$ cat src/rtl/mmm_nlp_pkg.sv
// Shared widths and FSM state encoding for the 90-bit NLP
// Montgomery reduction stage.
package mmm_nlp_pkg;

  localparam int IDW = 90;
  localparam int ODW = 181;
  localparam int WW  = 16;
  localparam int NW  = 6;
  localparam int ACW = ODW + 1;
  localparam int CW  = 3;

  typedef enum logic [1:0] {
    IDLE,
    RED,
    SUB,
    DONE
  } state_t;

endpackage

$ cat src/rtl/mmm_nlp_red_step.sv
// One word-serial Montgomery iteration:
// q = acc*m' mod 2^16, next = (acc + q*M) >> 16.
module mmm_nlp_red_step
  import mmm_nlp_pkg::*;
(
  input  logic [ACW-1:0] acc,
  input  logic [IDW-1:0] m,
  input  logic [WW-1:0]  mp,
  output logic [ACW-1:0] nxt,
  output logic           low_zero
);

  localparam int PW = IDW + WW;
  localparam int SW = ACW + WW;

  logic [WW-1:0] q;
  logic [PW-1:0] qm;
  logic [SW-1:0] sum;

  // digit quotient, multiple of M, and the widened sum
  always_comb begin
    q   = acc[WW-1:0] * mp;
    qm  = PW'(q) * PW'(m);
    sum = SW'(acc) + SW'(qm);
  end

  assign nxt      = sum[SW-1:WW];
  assign low_zero = (sum[WW-1:0] == '0);

endmodule

$ cat src/rtl/mmm_nlp_red_90b.sv
// Montgomery reduction T*2^-96 mod M, NLP result (< 2M).
// MMM_NLP_RED_FINAL_SUB_EN adds a final subtract (result < M).
module mmm_nlp_red_90b
  import mmm_nlp_pkg::*;
(
  input  logic           i_clk,
  input  logic           i_rst,
  input  logic           i_valid,
  output logic           o_ready,
  input  logic [ODW-1:0] i_t,
  input  logic [IDW-1:0] i_m,
  input  logic [WW-1:0]  i_mp,
  output logic           o_valid,
  input  logic           i_ready,
  output logic [IDW:0]   o_res
);

  state_t         state;
  logic [ACW-1:0] acc;
  logic [ACW-1:0] nxt;
  logic [IDW-1:0] m_q;
  logic [WW-1:0]  mp_q;
  logic [CW-1:0]  cnt;
  logic           low_zero;

  mmm_nlp_red_step u_step (
    .acc      (acc),
    .m        (m_q),
    .mp       (mp_q),
    .nxt      (nxt),
    .low_zero (low_zero)
  );

`ifdef MMM_NLP_RED_FINAL_SUB_EN
  logic [ACW:0] diff;
  logic         borrow;

  // trial subtraction of M from the NLP result
  always_comb begin
    diff   = {1'b0, acc} - (ACW+1)'(m_q);
    borrow = diff[ACW];
  end
`endif

  // handshake FSM, iteration counter and operand capture
  always_ff @(posedge i_clk) begin
    if (i_rst) begin
      state   <= IDLE;
      acc     <= '0;
      cnt     <= '0;
      m_q     <= '0;
      mp_q    <= '0;
      o_valid <= 1'b0;
      o_ready <= 1'b0;
      o_res   <= '0;
    end else begin
      unique case (state)
        IDLE: begin
          o_ready <= 1'b1;
          if (i_valid && o_ready) begin
            acc     <= ACW'(i_t);
            m_q     <= i_m;
            mp_q    <= i_mp;
            cnt     <= '0;
            o_ready <= 1'b0;
            state   <= RED;
          end
        end
        RED: begin
          acc <= nxt;
          cnt <= cnt + 1'b1;
          if (cnt == CW'(NW-1)) begin
`ifdef MMM_NLP_RED_FINAL_SUB_EN
            state   <= SUB;
`else
            state   <= DONE;
            o_valid <= 1'b1;
            o_res   <= nxt[IDW:0];
`endif
          end
        end
`ifdef MMM_NLP_RED_FINAL_SUB_EN
        SUB: begin
          state   <= DONE;
          o_valid <= 1'b1;
          if (!borrow) begin
            acc   <= diff[ACW-1:0];
            o_res <= diff[IDW:0];
          end else begin
            o_res <= acc[IDW:0];
          end
        end
`endif
        DONE: begin
          if (i_ready) begin
            state   <= IDLE;
            o_valid <= 1'b0;
            o_ready <= 1'b1;
          end
        end
        default: begin
          state   <= IDLE;
          o_valid <= 1'b0;
          o_ready <= 1'b0;
        end
      endcase
    end
  end

  // each step clears the low digit; the final value fits IDW+1 bits
  always_ff @(posedge i_clk) begin
    if (!i_rst && state == RED) begin
      assert (low_zero);
    end
    if (!i_rst && state == DONE) begin
      assert (acc[ACW-1:IDW+1] == '0);
    end
  end

endmodule

$ cat config.mk
export PLATFORM = sky130hd
export DESIGN_NAME = mmm_nlp_red_90b
export DESIGN_NICKNAME = d
export VERILOG_FILES = /design/src/rtl/mmm_nlp_pkg.sv /design/src/rtl/mmm_nlp_red_step.sv /design/src/rtl/mmm_nlp_red_90b.sv
export SDC_FILE = /design/constraint.sdc
export NUM_CORES = 2
export LEC_CHECK = 0
export ABC_AREA = 1
export BUFFER_PORTS_ARGS = -buffer_cell sky130_fd_sc_hd__buf_2
export CAP_MARGIN = 30
export CELL_PAD_IN_SITES_DETAIL_PLACEMENT = 1
export CELL_PAD_IN_SITES_GLOBAL_PLACEMENT = 1
export CORE_AREA = 2 2 354 707
export DETAILED_ROUTE_END_ITERATION = 8
export DIE_AREA = 0 0 356 709
export PLACE_DENSITY_LB_ADDON = 0.25
export SLEW_MARGIN = 40
export SYNTH_ARGS = -nofsm -noshare
export SYNTH_HDL_FRONTEND = slang
export SYNTH_SLANG_ARGS = --single-unit
$ cat constraint.sdc
create_clock -name i_clk -period 33.2 [get_ports i_clk]
set_clock_uncertainty 0.1 [all_clocks]
set_input_delay 3.32 -clock i_clk [delete_from_list [all_inputs] [get_ports i_clk]]
set_output_delay 3.32 -clock i_clk [all_outputs]
set_load 0.005 [all_outputs]
---- After elaboration in Yosys (flattened, before gate mapping) ----
Cells that the tools add are included.
word-level totals
  bits in registers ....................... 386
  word-level logic and storage cells ...... 43
  latch bits .............................. 0
  ROM bits ................................ 0
  memory bits (writable) .................. 0
  output and inout bits ................... 93
  memories kept ........................... 0
cells by class
  multipliers ............................. 2
  order comparisons ....................... 0
  mux-type cells .......................... 14
  bitwise logic cells ..................... 2
  $add $sub $neg .......................... 2
  shift-type cells ........................ 0
  reductions and logical operators ........ 9
  equality and inequality tests ........... 6
  div/mod/pow operators ................... 0
operators by type and width
  kind                                                 count
  one-hot mux 182 bit (2 select lines)                 1
  adder 182 x 106 -> 183 bit                           1
  2-to-1 mux 182 bit                                   1
  multiplier 16 x 90 -> 106 bit                        1
  multiplier 16 x 16 -> 16 bit                         1
  AND reduction 2 bit                                  4
  2-to-1 mux 2 bit                                     3
  inequality test 2 bit, second input constant         3
  one-hot mux 1 bit (3 select lines)                   2
  one-hot mux 2 bit (3 select lines)                   1
  one-hot mux 3 bit (2 select lines)                   1
  AND reduction 3 bit                                  2
  2-to-1 mux 1 bit                                     4
  adder 3 x 1 -> 3 bit, second input constant          1
  equality test 3 bit, second input constant           1
  2-to-1 mux 3 bit                                     1
  equality test 2 x 1 -> 1 bit, second input constant  1
  equality test 2 bit, second input constant           1
  zero test 2 bit                                      1
  NOT 1 bit                                            2
  nonzero test 2 bit                                   1
  logical AND 1 bit                                    1

---- Logic depth before layout (Yosys ltp) ----
  depth after elaboration ................. 4
  mapped depth ............................ 60
  mapped depth without buffers ............ 56

---- Hierarchy ----
From an unflattened synthesis, not the netlist that was laid out.
unflattened totals
  cells, all modules ...................... 11400
  area, all modules ....................... 77251.6 um2
modules (own cells, without submodules)
  module            instances  area an instance (um2)  cells an instance
  mmm_nlp_red_step  1          61061.1                 9092
  mmm_nlp_red_90b   1          16190.5                 2308

---- Least setup slack after synthesis ----
Ideal clock, no wire load.
  path type ............................... register -> register
  from .................................... register mp_q[1]
  to ...................................... register acc[143]
  stages on the path, launching flop included .. 49
  clock period less this slack ............ 10508 ps
  arrival ................................. 10276 ps
  setup slack ............................. 22692 ps
  library setup time ...................... 132 ps
  path through ............................ dfxtp_1 > clkbuf_1 > nand2_1 > fa_1 > fa_1 > fa_1 > fa_1 > inv_1 > fa_1 > inv_1 > fa_1 > inv_1 > ha_1 > nand2_1 > nor3_1 > nand3_1 > o2111ai_1 > nand2_1 > [... 13 more ...] > fa_1 > inv_1 > ha_1 > nand2_1 > nor2_1 > inv_1 > nor2_1 > inv_1 > nor2_1 > nand2_1 > nor2_1 > nand2_1 > nand3_1 > nand2_1 > nand2_1 > nand3_1 > nand2_1 > a21oi_1
on the way
  cells in the longest elaborated chain, start to end .. 4
RTL lines
  item                                  RTL line                RTL
  start: declaration                    mmm_nlp_red_90b.sv:22   logic [WW-1:0] mp_q;
  start signal: assignment              mmm_nlp_red_90b.sv:63   mp_q <= i_mp;
  multiplier 16 x 16 -> 16 bit          mmm_nlp_red_step.sv:22  q = acc[WW-1:0] * mp;
  multiplier 16 x 90 -> 106 bit         mmm_nlp_red_step.sv:23  qm = PW'(q) * PW'(m);
  adder 182 x 106 -> 183 bit            mmm_nlp_red_step.sv:24  sum = SW'(acc) + SW'(qm);
  one-hot mux 182 bit (2 select lines)  mmm_nlp_red_90b.sv:57   unique case (state)
  end signal: assignment                mmm_nlp_red_90b.sv:61   acc <= ACW'(i_t);
  end signal: assignment                mmm_nlp_red_90b.sv:70   acc <= nxt;
  end: declaration                      mmm_nlp_red_90b.sv:19   logic [ACW-1:0] acc;
Every way passes these cells.
A chain may end at the register's enable or synchronous reset.

---- Worst setup path after layout ----
  from .................................... register acc[3]
  to ...................................... register acc[71]
on the way
  cells in the longest elaborated chain, start to end .. 4
RTL lines
  item                                      RTL line
  multiplier 16 x 16 -> 16 bit              mmm_nlp_red_step.sv:22
  multiplier 16 x 90 -> 106 bit             mmm_nlp_red_step.sv:23
  adder 182 x 106 -> 183 bit (*)            mmm_nlp_red_step.sv:24
  one-hot mux 182 bit (2 select lines) (*)  mmm_nlp_red_90b.sv:57
Every way passes the cells marked *; elsewhere a longest branch is shown, timed or not.

==> impl_metrics.ini <==
[global_routing]
grt_antenna_before_repair = 16
grt_usage_pct = 31.9
global_route_wire_length_before_repair_mm = 565
largest_net_degree_at_the_start_of_global_routing = 108
grt.overflow.total = 0
grt_pass1_vias = 77687

[pwr]
power_leakage_nw = 40.6
clock_power_share_pct = 14.5
seq_power_share_pct = 18.6
maximum_vdd_drop_mv = 0.0682
power.share.combinational_pct = 66.9
power_switching_mw = 2.78
pwr_density_cell_nw_per_um2 = 56.0
internal_power_mw = 1.77
switching_part_of_the_total_pct = 61.1

[sta]
final_hold_viol_count = 0
worst_pin_slew_ps = 994
post-route-min-period_ps = 14400
totalNegativeSetupSlack_ps = 0
holdWs_ps = 353
max_freq_mhz = 69.4
fin_ws_ps = 18800
rsz0062_at_grt = no
report.final.slew_viol_count = 0
slew-limit-headroom_pct = 33.5
final_min_period_over_clock_period_pct = 43.4
setup-violations-final = 0

[clock_tree]
cts.sink_count = 385
cts_hold_buffers = 0
clock_latency_ps = 750
maximum_root_to_sink_buffer_count = 3
cts_setup_buffers = 0
cts_max_level = 2
clk_pin_slew_ps = 70
tritoncts = built
ctsRootBufferMaster = sky130_fd_sc_hd__clkbuf_16
cts_inserted_buffers = 51
cts_resized = 0

[routing]
drc = 0
route.detailed.vias_per_inst = 4.98
routedWlPerCell_um = 28.9
antenna_violating_nets_post_route = 0
finalWirelength_mm = 403
detailedRoute.firstPassIterationCount = 7
dr_total_vias = 69479
drt_first_iter_violations = 3686

[layout]
area_occupied_by_multi_input_gates_um2 = 54800
design.final.nets = 12602
final_core_util_pct = 32.9
fraction_of_final_layout_cells_sized_beyond_drive_strength_1_pct = 6.47
area_growth_pct = 9.88
seq_area_um2 = 7730
fillers = 30977

[placement]
hpwlAfterDp_mm = 344
port_buffers = 383
place_ws_ps = 18860
globalplace.congestion = 1.01

[floorplan]
core.rowCount = 258
die_area_um2 = 252000
floorplan.core_area_um2 = 247000
die_height_um = 709
die_width_um = 356
io_pins = 384
start_util_pct = 30.0

[synth]
yosysTopAreaCellShare_pct = 38.3
synth.cell_area_um2 = 73900
synth.most_common_cell = sky130_fd_sc_hd__nand2_1
number_of_synthesized_flops_with_an_enable_pin = 0
postSynthAreaPerCell_um2 = 7.00
yosys-top-cells-area = sky130_fd_sc_hd__fa_1, sky130_fd_sc_hd__nand2_1, sky130_fd_sc_hd__inv_1
synth_sequential_area_ratio_pct = 10.4
synth_common_cells = sky130_fd_sc_hd__nand2_1, sky130_fd_sc_hd__inv_1, sky130_fd_sc_hd__fa_1
postSynth.asyncResetShare_pct = 0
yosys_warnings = 0
synthDistinctLibCells = 45
synth_area_leader_cell = sky130_fd_sc_hd__fa_1
synth-seq-cells = 385
syn-instance-count = 10549
most_used_dff_post_synth = sky130_fd_sc_hd__dfxtp_1
synthesis.nets = 12490

[run_status]
run_status = finished, final reports clean

[critical_path]
slowest_stage_delay_on_critical_path_ps = 780
critical_path.startpoint_type = flip-flop
arrival_ps = 14860
worst-path-max-fanout = 49
timing.setup.critical_path_class = flip-flop to flip-flop
path_common_cell = sky130_fd_sc_hd__nand2_1
cell_with_the_largest_stage_delay_on_the_worst_path = sky130_fd_sc_hd__dfxtp_1
worstSetupEndpointType = flip-flop
critPathRequiredTime_ps = 33660
flop2flop_setup_slack_ps = 18800

[worst_hold_path]
hold_path_class = flip-flop to flip-flop

[job]
maxCapViolations = 0
worst max-delay path, delay by kind of cell, from the launching register on:
family | cells | cell delay, ps
adder cells (fa/ha/maj) | 14 | 6230
AO/OA/AOI/OAI | 4 | 640
AND/OR/NAND/NOR | 21 | 4880
flip-flops | 1 | 780
buffers and inverters | 9 | 1390
registers in the layout, summed over array words and instances, names as in the netlist:
name	flops
acc	181
o_res	91
m_q	90
mp_q	16
cnt	3
state	2
o_ready	1
o_valid	1
cell families (layout without fill, tap and decap cells):
logic type / Yosys count / count (layout) / synth area share [%]
AO/OA/AOI/OAI: 803 / 803 / 6.08
XOR/XNOR: 78 / 78 / 0.965
adder cells (fa/ha/maj): 1650 / 1650 / 42.3
buffers and inverters: 3098 / 3247 / 15.9
flip-flops: 385 / 385 / 10.4
other: 0 / 9 / 0
AND/OR/NAND/NOR: 4535 / 4535 / 24.4
area by class of cell:
type,instances,area share (%)
repair buffers,484,3.38
clock buffers,58,1.63
flip-flops and latches,385,9.52
well taps,3250,5.01
inverters,2673,12.4
clock inverters,32,0.578
diodes,9,0.0277
multi-input cells,7066,67.5
cells in the final DEF (no fill, tap or decap), types with 5 or more instances in the layout:
cell / instances
sky130_fd_sc_hd__ha_1: 232
sky130_fd_sc_hd__nor4_1: 17
sky130_fd_sc_hd__clkinv_2: 12
sky130_fd_sc_hd__dfxtp_1: 370
sky130_fd_sc_hd__xor2_1: 16
sky130_fd_sc_hd__buf_4: 89
sky130_fd_sc_hd__nor2_2: 36
sky130_fd_sc_hd__nand2_1: 2966
sky130_fd_sc_hd__nand3_1: 343
sky130_fd_sc_hd__and2_1: 12
sky130_fd_sc_hd__o21ai_1: 10
sky130_fd_sc_hd__or2_2: 13
sky130_fd_sc_hd__diode_2: 9
sky130_fd_sc_hd__buf_2: 382
sky130_fd_sc_hd__inv_6: 7
sky130_fd_sc_hd__nand4_1: 80
sky130_fd_sc_hd__clkbuf_1: 5
sky130_fd_sc_hd__and3_1: 5
sky130_fd_sc_hd__inv_1: 2658
sky130_fd_sc_hd__nor3_1: 45
sky130_fd_sc_hd__xnor2_1: 47
sky130_fd_sc_hd__a21o_1: 11
sky130_fd_sc_hd__fa_1: 1413
sky130_fd_sc_hd__bufinv_16: 10
sky130_fd_sc_hd__dfxtp_2: 15
sky130_fd_sc_hd__o211ai_1: 134
sky130_fd_sc_hd__nor2_1: 983
sky130_fd_sc_hd__o21bai_1: 27
sky130_fd_sc_hd__inv_2: 5
sky130_fd_sc_hd__clkbuf_16: 51
sky130_fd_sc_hd__a21oi_1: 426
sky130_fd_sc_hd__o21ai_0: 176
sky130_fd_sc_hd__buf_6: 10
sky130_fd_sc_hd__xnor2_2: 12
sky130_fd_sc_hd__nand3b_1: 13
per-layer routing:
| layer | part of all wire [%] | global-route usage (%) |
|---|---|---|
| met1 | 33 | 31.7 |
| met2 | 52 | 58.3 |
| met3 | 3.7 | 3.39 |
| met4 | 11 | 28.3 |
| met5 | 0.014 | 0 |
metrics by stage:
step,cells,area (µm²),total power [mW]
5_1_grt,13949,81200,4.78
3_3_place_gp,13851,79100,3.82
4_1_cts,13947,81100,4.57
2_1_floorplan,10549,73900,2.35
6_report,13957,81200,4.55
3_5_place_dp,13857,79300,3.86
path summary, 6_finish.rpt:
path	start	end	cells past startpoint
max reg2reg	acc[3]	acc[71]	48
min reg2reg	o_valid	o_valid	2
max	acc[3]	acc[71]	48
min	o_valid	o_valid	2
power by group through the flow:
stage	clock network [mW]	registers, mW	logic, mW
4_1_cts	0.679	0.844	3.05
6_report	0.660	0.847	3.04
3_5_place_dp	0	0.853	3.01
3_3_place_gp	0	0.848	2.97
2_1_floorplan	0	0.665	1.69
5_1_grt	0.687	0.857	3.24
Note: power is estimated with default switching activity, not from simulation.
